### config.mk
export PLATFORM = sky130hd
export DESIGN_NAME = pe_operand_seq_flat
export DESIGN_NICKNAME = d
export VERILOG_FILES = /design/src/rtl/pe_operand_seq_if.sv /design/src/rtl/pe_operand_seq.sv /design/src/flat_wrapper.sv
export SDC_FILE = /design/constraint.sdc
export NUM_CORES = 1
export LEC_CHECK = 0
export CAP_MARGIN = 20
export CORE_AREA = 2 2 39 41
export CTS_BUF_LIST = sky130_fd_sc_hd__clkbuf_16
export DETAILED_ROUTE_END_ITERATION = 10
export DIE_AREA = 0 0 41 43
export DONT_BUFFER_PORTS = 1
export GPL_TIMING_DRIVEN = 0
export HOLD_SLACK_MARGIN = 0.1
export PLACE_DENSITY = 0.65
export SETUP_SLACK_MARGIN = 0.3
export SLEW_MARGIN = 25
export SYNTH_ARGS = -nofsm -noshare
export SYNTH_HDL_FRONTEND = slang
export SYNTH_SLANG_ARGS = --single-unit
### constraint.sdc
create_clock -name clk -period 1.9 [get_ports clk]
set_input_delay 0.38 -clock clk [delete_from_list [all_inputs] [get_ports clk]]
set_output_delay 0.38 -clock clk [all_outputs]
set_load 0.01 [all_outputs]
### src/rtl/pe_operand_seq_if.sv
// Handshake and strobe bundle between one PE's operand sequencer and its feeders/datapath.
// master: the sequencer side; slave: feeders, multiplier and accumulator side.
interface pe_operand_seq_if #(
  parameter int unsigned CNT_W = 4
) ();
  logic             start;
  logic             in_valid;
  logic             in_ready;
  logic             reg_load;
  logic             reg_clr;
  logic             mul_start;
  logic             mul_done;
  logic             acc_en;
  logic             acc_clr;
  logic             busy;
  logic             done;
  logic [CNT_W-1:0] elem_idx;
  logic             err;

  modport master (
    input  start, in_valid, mul_done,
    output in_ready, reg_load, reg_clr, mul_start, acc_en, acc_clr, busy, done, elem_idx, err
  );

  modport slave (
    output start, in_valid, mul_done,
    input  in_ready, reg_load, reg_clr, mul_start, acc_en, acc_clr, busy, done, elem_idx, err
  );
endinterface

### src/rtl/pe_operand_seq.sv
// Operand/multiply sequencer for one PE: fetches K_LEN operand pairs, launches the multiplier,
// gates the accumulator. Optional MUL-state watchdog enabled by the PE_SEQ_TIMEOUT_EN macro.
module pe_operand_seq #(
  parameter int unsigned K_LEN       = 4,
  parameter int unsigned CNT_W       = 4,
  parameter int unsigned TIMEOUT_CYC = 15
) (
  input logic              clk,
  input logic              clr_n,
  pe_operand_seq_if.master bus
);

  typedef enum logic [2:0] {
    StIdle,
    StClear,
    StFetch,
    StMul,
    StAcc,
    StDone
  } state_e;

  localparam logic [CNT_W-1:0] LastIdx = CNT_W'(K_LEN - 1);

  state_e           state_q, state_d;
  logic [CNT_W-1:0] idx_q, idx_d;
  logic             mul_first_q, mul_first_d;

  logic tmo_hit;
  logic err_set;
  logic err_clr;
  logic err_o;

  logic in_ready;
  logic reg_load;
  logic reg_clr;
  logic acc_clr;
  logic mul_start;
  logic acc_en;
  logic busy;
  logic done;
  logic mul_ok;

  // mul_done is only meaningful once the multiplier has had a cycle to react.
  assign mul_ok = bus.mul_done & ~mul_first_q;

  always_comb begin
    state_d     = state_q;
    idx_d       = idx_q;
    mul_first_d = 1'b0;
    in_ready    = 1'b0;
    reg_load    = 1'b0;
    reg_clr     = 1'b0;
    acc_clr     = 1'b0;
    mul_start   = 1'b0;
    acc_en      = 1'b0;
    busy        = 1'b0;
    done        = 1'b0;
    err_set     = 1'b0;
    err_clr     = 1'b0;

    unique case (state_q)
      StIdle: begin
        if (bus.start) begin
          state_d = StClear;
          idx_d   = '0;
          err_clr = 1'b1;
        end
      end
      StClear: begin
        busy    = 1'b1;
        reg_clr = 1'b1;
        acc_clr = 1'b1;
        idx_d   = '0;
        state_d = StFetch;
      end
      StFetch: begin
        busy     = 1'b1;
        in_ready = 1'b1;
        if (bus.in_valid) begin
          reg_load    = 1'b1;
          mul_first_d = 1'b1;
          state_d     = StMul;
        end
      end
      StMul: begin
        busy      = 1'b1;
        mul_start = mul_first_q;
        if (mul_ok) begin
          state_d = StAcc;
        end else if (tmo_hit) begin
          err_set = 1'b1;
          state_d = StDone;
        end
      end
      StAcc: begin
        busy   = 1'b1;
        acc_en = 1'b1;
        if (idx_q == LastIdx) begin
          state_d = StDone;
        end else begin
          idx_d   = idx_q + CNT_W'(1);
          state_d = StFetch;
        end
      end
      StDone: begin
        busy    = 1'b1;
        done    = 1'b1;
        state_d = StIdle;
      end
      default: begin
        state_d = StIdle;
      end
    endcase
  end

  always_ff @(posedge clk or negedge clr_n) begin
    if (!clr_n) begin
      state_q     <= StIdle;
      idx_q       <= '0;
      mul_first_q <= 1'b0;
    end else begin
      state_q     <= state_d;
      idx_q       <= idx_d;
      mul_first_q <= mul_first_d;
    end
  end

`ifdef PE_SEQ_TIMEOUT_EN
  localparam int unsigned TmoW = $clog2(TIMEOUT_CYC + 1);

  logic [TmoW-1:0] tmo_cnt_q, tmo_cnt_d;
  logic            err_q, err_d;

  // tmo_cnt_q holds the number of MUL cycles already spent before the current one.
  assign tmo_hit = (state_q == StMul) && (tmo_cnt_q == TmoW'(TIMEOUT_CYC - 1));

  always_comb begin
    tmo_cnt_d = (state_q == StMul) ? tmo_cnt_q + TmoW'(1) : '0;
    err_d     = err_q;
    if (err_clr) begin
      err_d = 1'b0;
    end
    if (err_set) begin
      err_d = 1'b1;
    end
  end

  always_ff @(posedge clk or negedge clr_n) begin
    if (!clr_n) begin
      tmo_cnt_q <= '0;
      err_q     <= 1'b0;
    end else begin
      tmo_cnt_q <= tmo_cnt_d;
      err_q     <= err_d;
    end
  end

  assign err_o = err_q;
`else
  logic unused_cfg;

  assign tmo_hit    = 1'b0;
  assign err_o      = 1'b0;
  assign unused_cfg = ^{TIMEOUT_CYC, err_set, err_clr};
`endif

  assign bus.in_ready  = in_ready;
  assign bus.reg_load  = reg_load;
  assign bus.reg_clr   = reg_clr;
  assign bus.acc_clr   = acc_clr;
  assign bus.mul_start = mul_start;
  assign bus.acc_en    = acc_en;
  assign bus.busy      = busy;
  assign bus.done      = done;
  assign bus.elem_idx  = idx_q;
  assign bus.err       = err_o;

  a_done_then_idle: assert property (@(posedge clk) disable iff (!clr_n) done |=> !busy);
  a_mul_start_pulse: assert property (@(posedge clk) disable iff (!clr_n)
                                      mul_start |=> !mul_start);
  a_load_in_fetch: assert property (@(posedge clk) disable iff (!clr_n) reg_load |-> in_ready);
  a_acc_idx_range: assert property (@(posedge clk) disable iff (!clr_n)
                                    acc_en |-> (idx_q <= LastIdx));

endmodule

### src/flat_wrapper.sv
// flat-port wrapper written by rule: the top's interface ports become plain ports
module pe_operand_seq_flat 
#(
  parameter int unsigned K_LEN       = 4,
  parameter int unsigned CNT_W       = 4,
  parameter int unsigned TIMEOUT_CYC = 15
)
  (clk, clr_n, bus_start, bus_in_valid, bus_mul_done, bus_in_ready, bus_reg_load, bus_reg_clr, bus_mul_start, bus_acc_en, bus_acc_clr, bus_busy, bus_done, bus_elem_idx, bus_err);
  pe_operand_seq_if #(.CNT_W(CNT_W)) bus_i ();
  input logic clk;
  input logic clr_n;
  input wire logic [$bits(bus_i.start)-1:0] bus_start;
  input wire logic [$bits(bus_i.in_valid)-1:0] bus_in_valid;
  input wire logic [$bits(bus_i.mul_done)-1:0] bus_mul_done;
  output wire logic [$bits(bus_i.in_ready)-1:0] bus_in_ready;
  output wire logic [$bits(bus_i.reg_load)-1:0] bus_reg_load;
  output wire logic [$bits(bus_i.reg_clr)-1:0] bus_reg_clr;
  output wire logic [$bits(bus_i.mul_start)-1:0] bus_mul_start;
  output wire logic [$bits(bus_i.acc_en)-1:0] bus_acc_en;
  output wire logic [$bits(bus_i.acc_clr)-1:0] bus_acc_clr;
  output wire logic [$bits(bus_i.busy)-1:0] bus_busy;
  output wire logic [$bits(bus_i.done)-1:0] bus_done;
  output wire logic [$bits(bus_i.elem_idx)-1:0] bus_elem_idx;
  output wire logic [$bits(bus_i.err)-1:0] bus_err;
  assign bus_i.start = bus_start;
  assign bus_i.in_valid = bus_in_valid;
  assign bus_i.mul_done = bus_mul_done;
  assign bus_in_ready = bus_i.in_ready;
  assign bus_reg_load = bus_i.reg_load;
  assign bus_reg_clr = bus_i.reg_clr;
  assign bus_mul_start = bus_i.mul_start;
  assign bus_acc_en = bus_i.acc_en;
  assign bus_acc_clr = bus_i.acc_clr;
  assign bus_busy = bus_i.busy;
  assign bus_done = bus_i.done;
  assign bus_elem_idx = bus_i.elem_idx;
  assign bus_err = bus_i.err;
  pe_operand_seq #(.K_LEN(K_LEN), .CNT_W(CNT_W), .TIMEOUT_CYC(TIMEOUT_CYC)) u_core (.clk(clk), .clr_n(clr_n), .bus(bus_i));
endmodule
==> impl_metrics.env, run 1 <==
export IMPL_outcome="finished, final reports clean"
export IMPL_power_mw=1.085
export IMPL_vias_per_cell=5.605
export IMPL_io_pins=18
export IMPL_final_hold_viol_count=0
export IMPL_holdPathStages=1
export IMPL_whs_ns=0.3330
export IMPL_arrival_ns=1.21
export IMPL_ys_ff_latch=8
export IMPL_wl_mm=1.143
export IMPL_clock_latency_ns=0.23
export IMPL_dieWidth_um=41
export IMPL_drt_iter0_drc=6
export IMPL_die_h_um=43
export IMPL_area_delta_synth_final_pct=35.54
export IMPL_hold_class="input port to flip-flop"
export IMPL_port_buffers=0
export IMPL_wl_per_cell_um=15.04
export IMPL_diodes=0
export IMPL_synth_cell_types=29
export IMPL_gp_congestion=0.8210
export IMPL_placed_area_um2=530.5
export IMPL_syn_inst=52
export IMPL_clockBufferDepth=2
export IMPL_r2r_setup_slack_ns=0.45
export IMPL_clock_sinks=8
export IMPL_startpoint_type="flip-flop"
export IMPL_grt_pass1_vias=425
export IMPL_clock_skew_ns=0.0009041
export IMPL_clk_pin_slew_worst_paths_ns=0.04
export IMPL_ir_worst_vdd_uv=1030
export IMPL_cap_violations=0
export IMPL_endpoint_kind="output pin"
export IMPL_drive_gt1_frac=0.4333
export IMPL_synth_area_um2=510.5
export IMPL_reg2reg_from="u_core.bus.elem_idx[0]"
export IMPL_cts_max_level=1
export IMPL_core_mm2=0.001384
export IMPL_yosys_warnings=0
export IMPL_r2r_end="u_core.bus.elem_idx[0]"
export IMPL_dpl_hpwl_um=689.1
export IMPL_rsz0062_at_grt="true"
export IMPL_tritoncts="yes"
export IMPL_grtUsageTotal=0.1621
export IMPL_fin_ws_ns=0.3128
export IMPL_num_nets_final=68
export IMPL_grt_pass1_wl_mm=1.869
export IMPL_syn_num_nets=58
export IMPL_via_count=426
export IMPL_postRouteAntennaNets=0
export IMPL_finalMaxSlewViolations=0
export IMPL_critical_path_class="flip-flop to output pin"
export IMPL_period_minus_slack_ns=1.587
export IMPL_first_pass_iters=4
export IMPL_fp_dieArea_mm2=0.001763
export IMPL_tns_ns=0
export IMPL_drc=0
export IMPL_crit_fanout=7
export IMPL_fin_crit_sh=0.8354
export IMPL_powerDensity_mw_per_mm2=1569
export IMPL_r2r_cells=4
export IMPL_fillers=122
export IMPL_setup_violations=0
export IMPL_fmax_ghz=0.6300
export IMPL_root_buffer="clkbuf_16"
export IMPL_hp_start="bus_in_valid"
export IMPL_placementRows=14
export IMPL_grt_max_degree=11
export IMPL_min_to="u_core.mul_first_q"
export IMPL_critPathRequiredTime_ns=1.52
export IMPL_avgSynthCellArea_um2=9.817
export IMPL_dp_slack_ns=0.2280
export IMPL_stdcell_area_um2=691.9
export IMPL_seq_area_frac_synth=0.3922
export IMPL_numCtsBuffers=3
export IMPL_leakage_nw=0.3001
export IMPL_initial_core_util=0.3689
export IMPL_grt_overflow=0
export IMPL_antenna_found_initial=0
routing by layer:
metal	global-route usage	vias to the layer above	share of wire
met4	0.1200	0	0.033
met5	0	-	0
met3	0.03665	4	0.024
met2	0.2125	8	0.52
met1	0.2219	209	0.42
li1	-	205	-
Yosys cell counts, drive strengths merged:
library cell  instances  area [um^2]
a211oi                1        12.51
dfrtp                 8        200.2
nand2                 3        11.26
o21ai                 2        10.00
nand2b                1        6.260
or3b                  2        17.52
a22o                  1        10.01
mux2i                 1        10.01
nor3                  2        10.01
ha                    1        12.51
buf                   4        33.78
nor3b                 5        48.80
nor2                  3        11.26
o31ai                 2        15.01
and2                  1        6.260
a21oi                 3        15.01
and3b                 1        10.01
nand4b                1        8.760
conb                  1        3.750
inv                   1        3.750
nand3b                1        7.510
clkbuf                1        3.750
a211o                 1        10.01
o311ai                1        8.760
nand3                 3        15.01
a21o                  1        8.760
worst max-delay path by stage:
stage                       from  slack, ns            end
2_1_floorplan  u_core.state_q[2]       0.34   bus_reg_load
3_5_place_dp   u_core.state_q[2]       0.23   bus_reg_load
5_1_grt        u_core.state_q[2]       0.25    bus_reg_clr
3_3_place_gp   u_core.state_q[2]       0.25   bus_reg_load
4_1_cts        u_core.state_q[0]       0.30  bus_mul_start
6_report       u_core.state_q[2]       0.31    bus_reg_clr
metrics by stage:
stage	util	instances
after floorplan	-	52
after global placement	0.3834	68
after detailed placement	0.3834	68
after CTS	0.4765	74
after global routing	0.5000	76
final	0.5000	76
critical path, cell delays in order (launching register included):
cell     delay, ns
dfrtp_1       0.40
buf_8         0.15
nor3b_2       0.26
buf_4         0.18
state kept, by name, indices dropped and copies added, names as in the netlist:
name	cells
u_core.mul_first_q	1
u_core.state_q	3
u_core.bus.elem_idx	4
cell type report:
| cell class | instances | area [um^2] | share of cell area |
|---|---|---|---|
| Buffer | 5 | 52.55 | 0.07595 |
| Clock buffer | 3 | 75.07 | 0.1085 |
| Inverter | 1 | 3.754 | 0.005425 |
| Multi-Input combinational cell | 39 | 305.3 | 0.4412 |
| Sequential cell | 8 | 202.7 | 0.2929 |
| Tap cell | 16 | 20.02 | 0.02893 |
| Timing Repair Buffer | 4 | 32.53 | 0.04702 |
repair_timing:
action / in CTS / in global routing
pin swaps: 2 / 3
endpoints found under the setup margin: 6 / 5
cloned: 0 / 1
setup buffers: 2 / 1
hold buffers: 1 / 0
resized for setup: 7 / 5
endpoints found under the hold margin: 8 / 0
cells by family after synthesis:
kind of cell               count (synthesis)  share of synthesized area
and+or+nand+nor                           23                     0.2990
AOI/OAI and AO/OA                         12                     0.1764
other                                      1                   0.007346
buffers and inverters                      6                    0.08086
DFF                                        8                     0.3922
adders and majority gates                  1                    0.02451
muxes                                      1                    0.01961
power breakdown:
group | switching (mW) | internal (mW) | leakage (nW)
clock network | 0.0771 | 0.271 | 0.0370
logic | 0.248 | 0.225 | 0.161
registers | 0.0426 | 0.222 | 0.102
total | 0.367 | 0.718 | 0.300
cells in the final DEF, fill, tap and decap left out, types with 2 or more instances in the layout:
cell type / instances
nor3b_4: 2
buf_4: 5
nor3_1: 2
nand2_1: 3
dfrtp_1: 6
or3b_2: 2
clkbuf_16: 3
o31ai_1: 2
nand3_1: 3
nor2_1: 3
a21oi_1: 3
dfrtp_2: 2
nor3b_2: 3
buf_6: 2
No activity file was read; power rests on OpenSTA's default activity.
==> run 2, diff against run 1 <==
--- a/config.mk
+++ b/config.mk
@@ -13,7 +13,7 @@
 export DONT_BUFFER_PORTS = 1
 export GPL_TIMING_DRIVEN = 0
 export HOLD_SLACK_MARGIN = 0.1
-export PLACE_DENSITY = 0.65
+export PLACE_DENSITY = 0.66
 export SETUP_SLACK_MARGIN = 0.3
 export SLEW_MARGIN = 25
 export SYNTH_ARGS = -nofsm -noshare
==> constraint.sdc (replaced) <==
create_clock -name clk -period 1.3 [get_ports clk]
set_input_delay 0.26 -clock clk [delete_from_list [all_inputs] [get_ports clk]]
set_output_delay 0.26 -clock clk [all_outputs]
set_load 0.01 [all_outputs]
==> run 2 against run 1 <==
  * The run now ends with setup timing left
  * Cell count rose by 14%
  * Die area did not move
  * Flip-flop and latch count unchanged
  * Global-route usage rose by 3.0 points
  * Critical path type is now flip-flop to flip-flop
  * Largest cell class unchanged
==> impl_metrics.env, run 2 (synthesis results as in run 1) <==
export IMPL_outcome="finished, violations left"
export IMPL_violations="setup timing"
export IMPL_clockBufferDepth=2
export IMPL_clock_latency_ns=0.23
export IMPL_num_nets_final=78
export IMPL_layout_common_cells="buf_4 (10), buf_6 (7), nor3b_4 (5), dfrtp_2 (4), dfrtp_1 (4)"
export IMPL_cap_violations=0
export IMPL_leakage_nw=0.3884
export IMPL_startpoint_type="flip-flop"
export IMPL_r2r_cells=5
export IMPL_ir_worst_vdd_uv=1214
export IMPL_fin_crit_sh=1.146
export IMPL_whs_ns=0.2122
export IMPL_tritoncts="yes"
export IMPL_r2r_end="u_core.bus.elem_idx[3]"
export IMPL_wl_mm=1.314
export IMPL_drc=0
export IMPL_grt_max_degree=9
export IMPL_drive_gt1_frac=0.7183
export IMPL_postRouteAntennaNets=0
export IMPL_fin_util=0.6546
export IMPL_first_pass_iters=4
export IMPL_cts_max_level=1
export IMPL_grt_overflow=0
export IMPL_fin_ws_ns=-0.1895
export IMPL_endpoint="u_core.bus.elem_idx[3]"
export IMPL_r2r_setup_slack_ns=-0.19
export IMPL_initial_core_util=0.3689
export IMPL_placementRows=14
export IMPL_dpl_hpwl_um=793.5
export IMPL_grt_pass1_vias=485
export IMPL_multi_input_area_um2=419.2
export IMPL_via_count=482
export IMPL_dp_slack_ns=-0.1061
export IMPL_regArea_um2=205.2
export IMPL_crit_fanout=3
export IMPL_antenna_found_initial=0
export IMPL_fp_dieArea_mm2=0.001763
export IMPL_tns_ns=-0.9013
export IMPL_stdcell_area_um2=905.9
export IMPL_diodes=0
export IMPL_crit_start="u_core.state_q[2]"
export IMPL_finalNonFillerCells=87
export IMPL_reg2reg_from="u_core.state_q[2]"
export IMPL_dp_cells=68
export IMPL_wl_per_cell_um=15.10
export IMPL_dieWidth_um=41
export IMPL_io_pins=18
export IMPL_fillers=113
export IMPL_port_buffers=0
export IMPL_rsz0062_at_grt="true"
export IMPL_numCtsBuffers=3
export IMPL_powerDensity_mw_per_mm2=2281
export IMPL_placed_area_um2=601.8
export IMPL_die_h_um=43
export IMPL_grtUsageTotal=0.1925
export IMPL_fmax_ghz=0.6714
export IMPL_clock_skew_ns=0.002645
export IMPL_setup_violations=9
export IMPL_clock_sinks=8
export IMPL_core_mm2=0.001384
export IMPL_largest_reg_flops=4
export IMPL_gp_congestion=0.7046
export IMPL_finalMaxSlewViolations=0
export IMPL_critical_path_class="flip-flop to flip-flop"
export IMPL_critPathRequiredTime_ns=1.42
export IMPL_final_common_cell="buf_4"
export IMPL_root_buffer="clkbuf_16"
export IMPL_hold_class="input port to flip-flop"
export IMPL_clk_pin_slew_worst_paths_ns=0.04
export IMPL_area_delta_synth_final_pct=77.45
export IMPL_arrival_ns=1.61
export IMPL_vias_per_cell=5.540
export IMPL_grt_pass1_wl_mm=2.249
export IMPL_power_mw=2.067
export IMPL_final_hold_viol_count=0
export IMPL_period_minus_slack_ns=1.489
export IMPL_endpoint_kind="flip-flop"
export IMPL_drt_iter0_drc=7
## run 2: cell count changes in the layout (fill, tap and decap cells not counted), sizes merged
cell / change
inv: +1
buf: +10
## run 2: cell type report
class                      count  share of cell area
sequential                     8              0.2265
clock buffer                   3             0.08287
timing repair buffer          14              0.1354
inverter                       1            0.004144
buffer                         5             0.06215
multi-input combinational     39              0.4627
clock inverter                 1            0.004144
tap                           16             0.02210
## run 2: worst min path at each step
| stage | from | to | slack (ns) | cells after the start |
|---|---|---|---|---|
| after floorplan | clr_n | u_core.bus.elem_idx[0] | -0.04 | 0 |
| after CTS | bus_in_valid | u_core.mul_first_q | 0.21 | 1 |
| after global placement | clr_n | u_core.mul_first_q | -0.04 | 0 |
| after detailed placement | clr_n | u_core.bus.elem_idx[2] | -0.04 | 0 |
| final | bus_in_valid | u_core.mul_first_q | 0.21 | 1 |
| after global routing | bus_in_valid | u_core.mul_first_q | 0.21 | 1 |
## run 2: critical path, cell delays in order, from the launching register on
cell and delay [ns]:
dfrtp_1 0.39, buf_4 0.15, buf_4 0.14, a21o_4 0.23
a211o_2 0.26, a22o_2 0.20
## run 2: report_power, final
part / switching, mW / leakage [nW] / internal (mW)
Sequential: 0.0755 / 0.0984 / 0.325
Combinational: 0.531 / 0.248 / 0.605
Clock: 0.130 / 0.0423 / 0.401
Total: 0.736 / 0.388 / 1.33
## run 2: routing by layer
| layer | up-vias | GRT usage | share of wire |
|---|---|---|---|
| li1 | 229 | - | - |
| met5 | - | 0 | 0 |
| met1 | 226 | 0.2351 | 0.39 |
| met2 | 25 | 0.2813 | 0.49 |
| met3 | 2 | 0.08901 | 0.10 |
| met4 | 0 | 0.08000 | 0.016 |
## run 2: repair_timing
item                                    CTS  global route
cloned                                    1             0
setup buffers                            10             3
pin swaps                                 9            10
hold buffers                              1             0
endpoints found under the setup margin   16            18
resized for setup                        12            13
endpoints found under the hold margin     8             0
